--- src/rtl/pattern_detector_cfg.sv ---
// rtl/pattern_detector_cfg.sv - runtime-programmable serial pattern detector (optional PD_MASK_EN adds cfg_mask)
module pattern_detector_cfg #(
  parameter int MAX_LEN = 8,
  parameter int LEN_W   = 4,
  parameter int CNT_W   = 16
) (
  input  logic               clk,
  input  logic               rst,
  input  logic               cfg_we,
  input  logic [MAX_LEN-1:0] cfg_pattern,
  input  logic [LEN_W-1:0]   cfg_len,
  input  logic               cfg_overlap,
`ifdef PD_MASK_EN
  input  logic [MAX_LEN-1:0] cfg_mask,
`endif
  input  logic               d_i,
  input  logic               v_i,
  output logic               pattern_detect,
  output logic [CNT_W-1:0]   match_count,
  output logic               cfg_err,
  output logic               armed
);

  typedef enum logic [1:0] {IDLE, FILL, ARMED} state_t;

  state_t             state, state_n;
  // Only the newest MAX_LEN-1 bits are kept; the incoming bit completes the window.
  logic [MAX_LEN-2:0] sr, sr_n;
  logic [LEN_W-1:0]   fill_cnt, fill_n;
  logic [MAX_LEN-1:0] pat, pat_n;
  logic [LEN_W-1:0]   len, len_n;
  logic               ovl, ovl_n;
  logic [MAX_LEN-1:0] dc_mask;
  logic               det_n, err_n;
  logic [CNT_W-1:0]   cnt_n;

  logic [MAX_LEN-1:0] window;
  logic [MAX_LEN-1:0] len_mask;
  logic [LEN_W-1:0]   fill_inc;
  logic               cfg_ok;
  logic               hit;

`ifdef PD_MASK_EN
  logic [MAX_LEN-1:0] mask_q;
  assign dc_mask = mask_q;

  // Don't-care mask is loaded alongside the pattern.
  always_ff @(posedge clk) begin
    if (rst) begin
      mask_q <= '0;
    end else if (cfg_we && cfg_ok) begin
      mask_q <= cfg_mask;
    end
  end
`else
  assign dc_mask = '0;
`endif

  assign window   = {sr, d_i};
  assign fill_inc = fill_cnt + 1'b1;
  assign cfg_ok   = (cfg_len != '0) && (cfg_len <= LEN_W'(MAX_LEN));
  assign armed    = (state == ARMED);

  // Positions at or above the programmed length never take part in the compare.
  always_comb begin
    len_mask = '0;
    for (int i = 0; i < MAX_LEN; i++) begin
      len_mask[i] = (LEN_W'(i) < len);
    end
    hit = (((window ^ pat) & len_mask & ~dc_mask) == '0);
  end

  // Next-state and output logic: config beats data, IDLE ignores data.
  always_comb begin
    state_n = state;
    sr_n    = sr;
    fill_n  = fill_cnt;
    pat_n   = pat;
    len_n   = len;
    ovl_n   = ovl;
    cnt_n   = match_count;
    det_n   = 1'b0;
    err_n   = 1'b0;
    if (cfg_we) begin
      if (cfg_ok) begin
        pat_n   = cfg_pattern;
        len_n   = cfg_len;
        ovl_n   = cfg_overlap;
        sr_n    = '0;
        fill_n  = '0;
        cnt_n   = '0;
        state_n = (cfg_len == LEN_W'(1)) ? ARMED : FILL;
      end else begin
        err_n = 1'b1;
      end
    end else if (v_i && (state != IDLE)) begin
      sr_n = window[MAX_LEN-2:0];
      if (state == FILL) begin
        fill_n = fill_inc;
        if (fill_inc == len) begin
          state_n = ARMED;
        end
      end
      if (((state == FILL) && (fill_inc == len) || (state == ARMED)) && hit) begin
        det_n = 1'b1;
        if (match_count != '1) begin
          cnt_n = match_count + 1'b1;
        end
        if (!ovl) begin
          sr_n    = '0;
          fill_n  = '0;
          state_n = (len == LEN_W'(1)) ? ARMED : FILL;
        end
      end
    end
  end

  // State and datapath registers with synchronous reset.
  always_ff @(posedge clk) begin
    if (rst) begin
      state          <= IDLE;
      sr             <= '0;
      fill_cnt       <= '0;
      pat            <= '0;
      len            <= '0;
      ovl            <= 1'b0;
      match_count    <= '0;
      pattern_detect <= 1'b0;
      cfg_err        <= 1'b0;
    end else begin
      state          <= state_n;
      sr             <= sr_n;
      fill_cnt       <= fill_n;
      pat            <= pat_n;
      len            <= len_n;
      ovl            <= ovl_n;
      match_count    <= cnt_n;
      pattern_detect <= det_n;
      cfg_err        <= err_n;
    end
  end

endmodule

--- config.mk ---
export PLATFORM = sky130hd
export DESIGN_NAME = pattern_detector_cfg
export DESIGN_NICKNAME = d
export VERILOG_FILES = /design/src/rtl/pattern_detector_cfg.sv
export SDC_FILE = /design/constraint.sdc
export NUM_CORES = 1
export LEC_CHECK = 0
export CAP_MARGIN = 0
export CORE_UTILIZATION = 39
export CTS_CLUSTER_DIAMETER = 80
export CTS_CLUSTER_SIZE = 8
export DETAILED_ROUTE_END_ITERATION = 7
export PLACE_DENSITY = 0.73
export SYNTH_ARGS = -nofsm -noshare
export SYNTH_HDL_FRONTEND = slang
export SYNTH_SLANG_ARGS = --single-unit
--- constraint.sdc ---
create_clock -name clk -period 2.65 [get_ports clk]
set_input_delay 0.3975 -clock clk [delete_from_list [all_inputs] [get_ports clk]]
set_output_delay 0.3975 -clock clk [all_outputs]
set_load 0.1 [all_outputs]
# After elaboration in Yosys (flattened, before gate mapping)
# Cells that the tools add are included.
[word_totals] n_memories=0 latchBits=0 romBits=0 word_cells=74 ramBits=0 output_inout_bits=19 register_bits=44 inputBits=18
[op_classes] div=0 n_eq_ne=7 n_reduce_logical=16 n_mul=0 n_mux=27 n_lt_le_gt_ge=9 n_bitwise=4 add_sub_neg=2 shift=0
[ops] operator="two-way mux 16 bit" count=5
[ops] operator="two-way mux 7 bit" count=5
[ops] operator="two-way mux 4 bit" count=6
[ops] operator="two-way mux 2 bit" count=9
[ops] operator="adder 16 x 1 -> 16 bit, second input constant" count=1
[ops] operator="< comparator 3 x 4 -> 1 bit, first input constant" count=4
[ops] operator="inequality test 16 bit, second input constant" count=1
[ops] operator="AND 8 bit" count=1
[ops] operator="equality test 4 x 1 -> 1 bit, second input constant" count=2
[ops] operator="zero test 8 bit" count=1
[ops] operator="< comparator 1 x 4 -> 1 bit, first input constant" count=2
[ops] operator="< comparator 2 x 4 -> 1 bit, first input constant" count=2
[ops] operator="nonzero test 2 bit" count=4
[ops] operator="XOR 8 bit" count=1
[ops] operator="adder 4 x 1 -> 4 bit, second input constant" count=1
[ops] operator="equality test 4 bit" count=1
[ops] operator="<= comparator 4 bit, second input constant" count=1
[ops] operator="logical AND 1 bit" count=4
[ops] operator="AND reduction 2 bit" count=2
[ops] operator="AND reduction 4 bit" count=1
[ops] operator="nonzero test 4 bit" count=1
[ops] operator="OR reduction 3 bit" count=1
[ops] operator="equality test 2 x 1 -> 1 bit, second input constant" count=1
[ops] operator="equality test 2 bit, second input constant" count=1
[ops] operator="other kinds (5)" count=7

# Logic depth before layout (Yosys ltp)
[depth] depth_word=8 depth_mapped=9 ltp_nobuf=7

# Worst setup path after synthesis
# Ideal clock, no wire load.
[synth_timing] kind="reg2reg" startpoint="register state[1]" endpoint="register match_count[3]" arrival_ns=2.947 setup_slack_ns=-0.368 n_path_buf=1 path_stages_with_launch=7 setup_ns=0.070 period_less_slack_ns=3.018 t_required_ns=2.580 path_cell_list="dfxtp_1 > nor2b_1 > a31o_2 > a41oi_1 > buf_2 > or4_1 > a21oi_1"
[synth_between] elab_cells_between_ends=10 classes_between="2 x eq/ne; 8 x reduce/logical"
[synth_rtl] item="start: declaration" line="26" text="state_t state, state_n;"
[synth_rtl] item="start signal: assignment" line="131" text="state <= state_n;"
[synth_rtl] item="equality test 2 bit"
[synth_rtl] item="net armed" line="21" text="output logic armed"
[synth_rtl] item="logical OR 1 bit" line="104" text="if (((state == FILL) && (fill_inc == len) || (state == ARMED)) && hit) begin"
[synth_rtl] item="logical AND 1 bit" line="104"
[synth_rtl] item="nonzero test 2 bit (no source line)"
[synth_rtl] item="AND reduction 4 bit (no source line)"
[synth_rtl] item="end signal: assignment" line="137" text="match_count <= cnt_n;"
[synth_rtl] item="end: declaration" line="19" text="output logic [CNT_W-1:0] match_count,"
# The timed path passes the listed nets, and every way through them passes these cells.
# A chain may end at the register's enable or synchronous reset.

# Final worst setup path
[layout_timing] startpoint="register len[2]" endpoint="register match_count[4]"
[layout_between] elab_chain_len=6 elab_cells_between_ends=16 classes_between="8 x order compare; 1 x eq/ne; 1 x bitwise; 6 x reduce/logical"
[layout_lines] item="start: declaration" line="31" text="logic [LEN_W-1:0] len, len_n;"
[layout_lines] item="start signal: assignment" line="135" text="len <= len_n;"
[layout_lines] item="< comparator 1 x 4 -> 1 bit, or another cell as far along" line="68" text="len_mask[i] = (LEN_W'(i) < len);"
[layout_lines] item="AND 8 bit or logical AND 1 bit (tied branches)" line="70, 104"
[layout_lines] item="zero test 8 bit or logical OR 1 bit (tied branches)" line="70, 104"
[layout_lines] item="logical AND 1 bit *" line="104"
[layout_lines] item="nonzero test 2 bit (no source line) *"
[layout_lines] item="AND reduction 4 bit (no source line) *"
# Mark *: on every way between the ends. The rest lies on a longest branch, timed or not.

==> impl_metrics.yaml <==
status:
  run_status: "complete, no violations"
worst_setup_path:
  crit_path_end_kind: "flip-flop"
  crit_path_start_kind: "flip-flop"
  crit_path_max_incr_delay_ps: 500
  wp_data_required_ps: 2880
  worst_path_dominant_cell_family: "simple AND/OR/NAND/NOR gates"
  arrival_ps: 2700
  criticalPathCategory: "flip-flop to flip-flop"
  r2r-end: "match_count[4]$_SDFFE_PP0P_"
  cp_cell_sequence: "xor3_1 -> nor3_2 -> a31o_2 -> a41oi_2 -> buf_12 -> or4_1 -> a21oi_1"
  worst_r2r_startpoint: "len[2]$_SDFFE_PP0P_"
  worstPathMaxFanout: 29
  buf_inv_on_cp: 1
  cpMaxStageDelayCell: "sky130_fd_sc_hd__dfxtp_1"
  regToRegSetupSlack_ps: 180
  ff_to_ff_path_depth: 7
sta:
  share_of_the_cycle_needed_by_the_critical_path_after_routing_pct: 93.3
  hold_violations: 0
  holdWs_ps: 487
  worst_slew_margin_pct: 55.1
  worstMarginPinSlew_ps: 671
  setup_slack_ps: 177
  setup-tns-final_ps: 0
  grt_setup_unrepaired: "no"
  finalMaxSlewViolations: 0
  maximum_operating_frequency_ghz: 0.404
  worst_clock_skew_ps: 6.06
  fin_crit_ps: 2470
  finalSetupViolations: 0
grt:
  first_pass_grt_wire_length_mm: 9.07
  grt_overflow_total: 0
  antenna_found_initial: 0
  largest_net_degree_at_the_start_of_global_routing: 30
  grt_pass1_vias: 1882
  grt_usage_pct: 18.9
die:
  starting_utilization_of_the_core_area_pct: 40.8
  die_area_um2: 6140
  die_w_um: 78.4
  die-height_um: 78.4
  placement_rows: 27
  floorplan.core_area_um2: 5570
  pin_count: 37
yosys:
  mappedNetlistNets: 284
  synthesis.area_um2: 2270
  number_of_standard_cells_after_synthesis: 264
  synth.ff_latch_count: 44
  synth_top_family_by_area: "compound AO/OA/AOI/OAI gates"
  yosys.area_share.simple_pct: 22.2
  synth_compound_area_share_pct: 23.1
  synth_async_sr_flop_share_pct: 0
  post_synth_edffs: 0
  yosys-mux-area-fraction_pct: 5.28
  postSynth.topFlopCell: "sky130_fd_sc_hd__dfxtp_1"
  synth.distinct_cells: 44
  yosys.area_share.xor_xnor_pct: 5.67
  yosys_warnings: 0
  syn_area_per_cell_um2: 8.61
  share_of_synthesized_area_occupied_by_flip_flops_and_latches_pct: 38.7
  post_synth_fa_ha_maj_area_fraction_pct: 1.10
power:
  p_int_w: 0.00105
  p_comb_share_pct: 15.2
  p_sw_share_pct: 26.0
  pwr-share-seq_pct: 48.7
  finalPower_w: 0.00142
  powerDensity_nw_per_um2: 492
  share_clk_of_total_power_pct: 36.1
  irDropWorstVdd_v: 0.000276
  p_leak_nw: 1.09
  switching_power_w: 0.000370
detailed_routing:
  drcViolationCount: 0
  route.detailed.wl_per_inst_um: 14.2
  routed-via-count: 2150
  postRouteAntennaNets: 0
  finalWirelength_mm: 5.35
  first_pass_iters: 4
  drt-vias-per-instance: 5.69
  first_iter_violations: 159
min_path:
  worstHoldPathCells: 2
  timing.hold.worst.start: "match_count[12]$_SDFFE_PP0P_"
  worst_hold_path.endpoint: "match_count[12]$_SDFFE_PP0P_"
  worst_hold_path_type: "flip-flop to flip-flop"
clocking:
  cts.reportedPaths.clkPinSlew_ps: 80
  cts_hold_buf: 0
  clk_latency_ps: 300
  cts_inserted_buffers: 5
  cts.root.buffer_cell: "sky130_fd_sc_hd__clkbuf_8"
  numClockSinks: 44
  cts_htree_levels: 2
  cts_buffer_depth: 2
  clock_tree_from_tritoncts: "built"
layout:
  layout-drive-gt1-share_pct: 19.0
  area_growth_syn_to_layout_pct: 27.1
  ant_cells: 0
  layout_commonest_cell: "sky130_fd_sc_hd__dfxtp_1"
  fin_nets: 325
  most-common-layout-cells: "sky130_fd_sc_hd__dfxtp_1 (37), sky130_fd_sc_hd__buf_4 (32), sky130_fd_sc_hd__nor2_1 (28)"
  layout.filler_cells: 513
  post-route-util_pct: 51.8
placement:
  gp_congestion: 0.811
  post-place-ws_ps: -38.8
  hpwl_mm: 3.93
  io_buffers: 36
job:
  cap_viol_max_count: 0
[routing by layer]
metal / vias up / part of all wire (%) / routed length (um) / global-route usage [%]
met5: - / 0 / 0 / 0
met4: 0 / 2.3 / 124 / 7.22
met3: 12 / 5.2 / 278 / 3.72
met2: 68 / 43 / 2300 / 28.6
met1: 1004 / 50 / 2650 / 26.3
li1: 1066 / - / - / -
[through the flow]
step                cell area (um^2)  cells
floorplan                       2280    264
global placement                2770    370
detailed placement              2770    370
CTS                             2880    378
global route                    2890    378
finish                          2890    378
[power groups by stage]
stage	sequential, W	combinational, W	clock (W)
CTS	0.000692	0.000214	0.000527
detailed placement	0.000707	0.000213	0
global route	0.000695	0.000236	0.000556
global placement	0.000707	0.000211	0
finish	0.000692	0.000216	0.000512
floorplan	0.000709	0.000122	0
[area by class of cell]
type | instances | area [um^2] | share of cell area, %
Clock buffer | 5 | 68.8 | 2.38
Clock inverter | 3 | 42.5 | 1.47
Inverter | 2 | 7.51 | 0.260
Multi-Input combinational cell | 200 | 1320 | 45.7
Sequential cell | 44 | 890 | 30.8
Tap cell | 72 | 90.1 | 3.12
Timing Repair Buffer | 52 | 470 | 16.3
[logic make-up after synthesis]
| kind of cell | count (synthesis) |
|---|---|
| and+or+nand+nor | 96 |
| AOI/OAI and AO/OA | 77 |
| xor gates and xnor gates | 13 |
| buffers and inverters | 20 |
| adders and majority gates | 2 |
| muxes | 12 |
| DFF | 44 |
[sequential cells by signal (all words and copies together), names as in the netlist]
register,count
ovl,1
sr,7
state,2
cfg_err,1
len,4
fill_cnt,4
pat,8
pattern_detect,1
match_count,16
[synth_stat cells, types with 3 or more instances]
cell / n / area [um^2]
sky130_fd_sc_hd__and4_1: 3 / 26.3
sky130_fd_sc_hd__dfxtp_1: 44 / 881
sky130_fd_sc_hd__and2_1: 4 / 25.0
sky130_fd_sc_hd__or4_1: 11 / 82.6
sky130_fd_sc_hd__o21ai_0: 12 / 60.1
sky130_fd_sc_hd__a211oi_1: 3 / 22.5
sky130_fd_sc_hd__xor2_1: 5 / 43.8
sky130_fd_sc_hd__o31ai_1: 12 / 90.1
sky130_fd_sc_hd__a31oi_1: 5 / 31.3
sky130_fd_sc_hd__nand2_1: 15 / 56.3
sky130_fd_sc_hd__mux2i_1: 12 / 120
sky130_fd_sc_hd__clkbuf_1: 12 / 45.0
sky130_fd_sc_hd__nor2_1: 28 / 105
sky130_fd_sc_hd__nand3_1: 12 / 60.1
sky130_fd_sc_hd__a22oi_1: 7 / 52.6
sky130_fd_sc_hd__and3_1: 6 / 37.5
sky130_fd_sc_hd__nor3_1: 3 / 15.0
sky130_fd_sc_hd__xnor2_1: 7 / 61.3
sky130_fd_sc_hd__buf_2: 5 / 25.0
sky130_fd_sc_hd__or3_1: 4 / 25.0
sky130_fd_sc_hd__a21oi_1: 22 / 110
sky130_fd_sc_hd__o211ai_1: 4 / 30.0
[worst max-delay path by stage]
stage / startpoint / slack (ps) / end / cells after the start
finish: len[2]$_SDFFE_PP0P_ / 180 / match_count[4]$_SDFFE_PP0P_ / 7
global route: len[2]$_SDFFE_PP0P_ / 20 / match_count[5]$_SDFFE_PP0P_ / 7
CTS: fill_cnt[0]$_SDFFE_PP0P_ / 60 / fill_cnt[0]$_SDFFE_PP0P_ / 7
detailed placement: d_i / -40 / fill_cnt[0]$_SDFFE_PP0P_ / 7
global placement: d_i / 70 / fill_cnt[0]$_SDFFE_PP0P_ / 7
floorplan: match_count[7]$_SDFFE_PP0P_ / 7 / match_count[0]$_SDFFE_PP0P_ / 8
[what timing repair did]
item | CTS | global route
endpoints found under the setup margin | 0 | 6
gates resized for setup | 0 | 1
setup buffers | 0 | 0
[worst min-delay path: cells and delay by family, from the launching register on]
| kind | cells | cell delay, ps |
|---|---|---|
| DFF | 1 | 330 |
| AOI/OAI and AO/OA | 2 | 110 |
(Power assumes the default switching activity.)
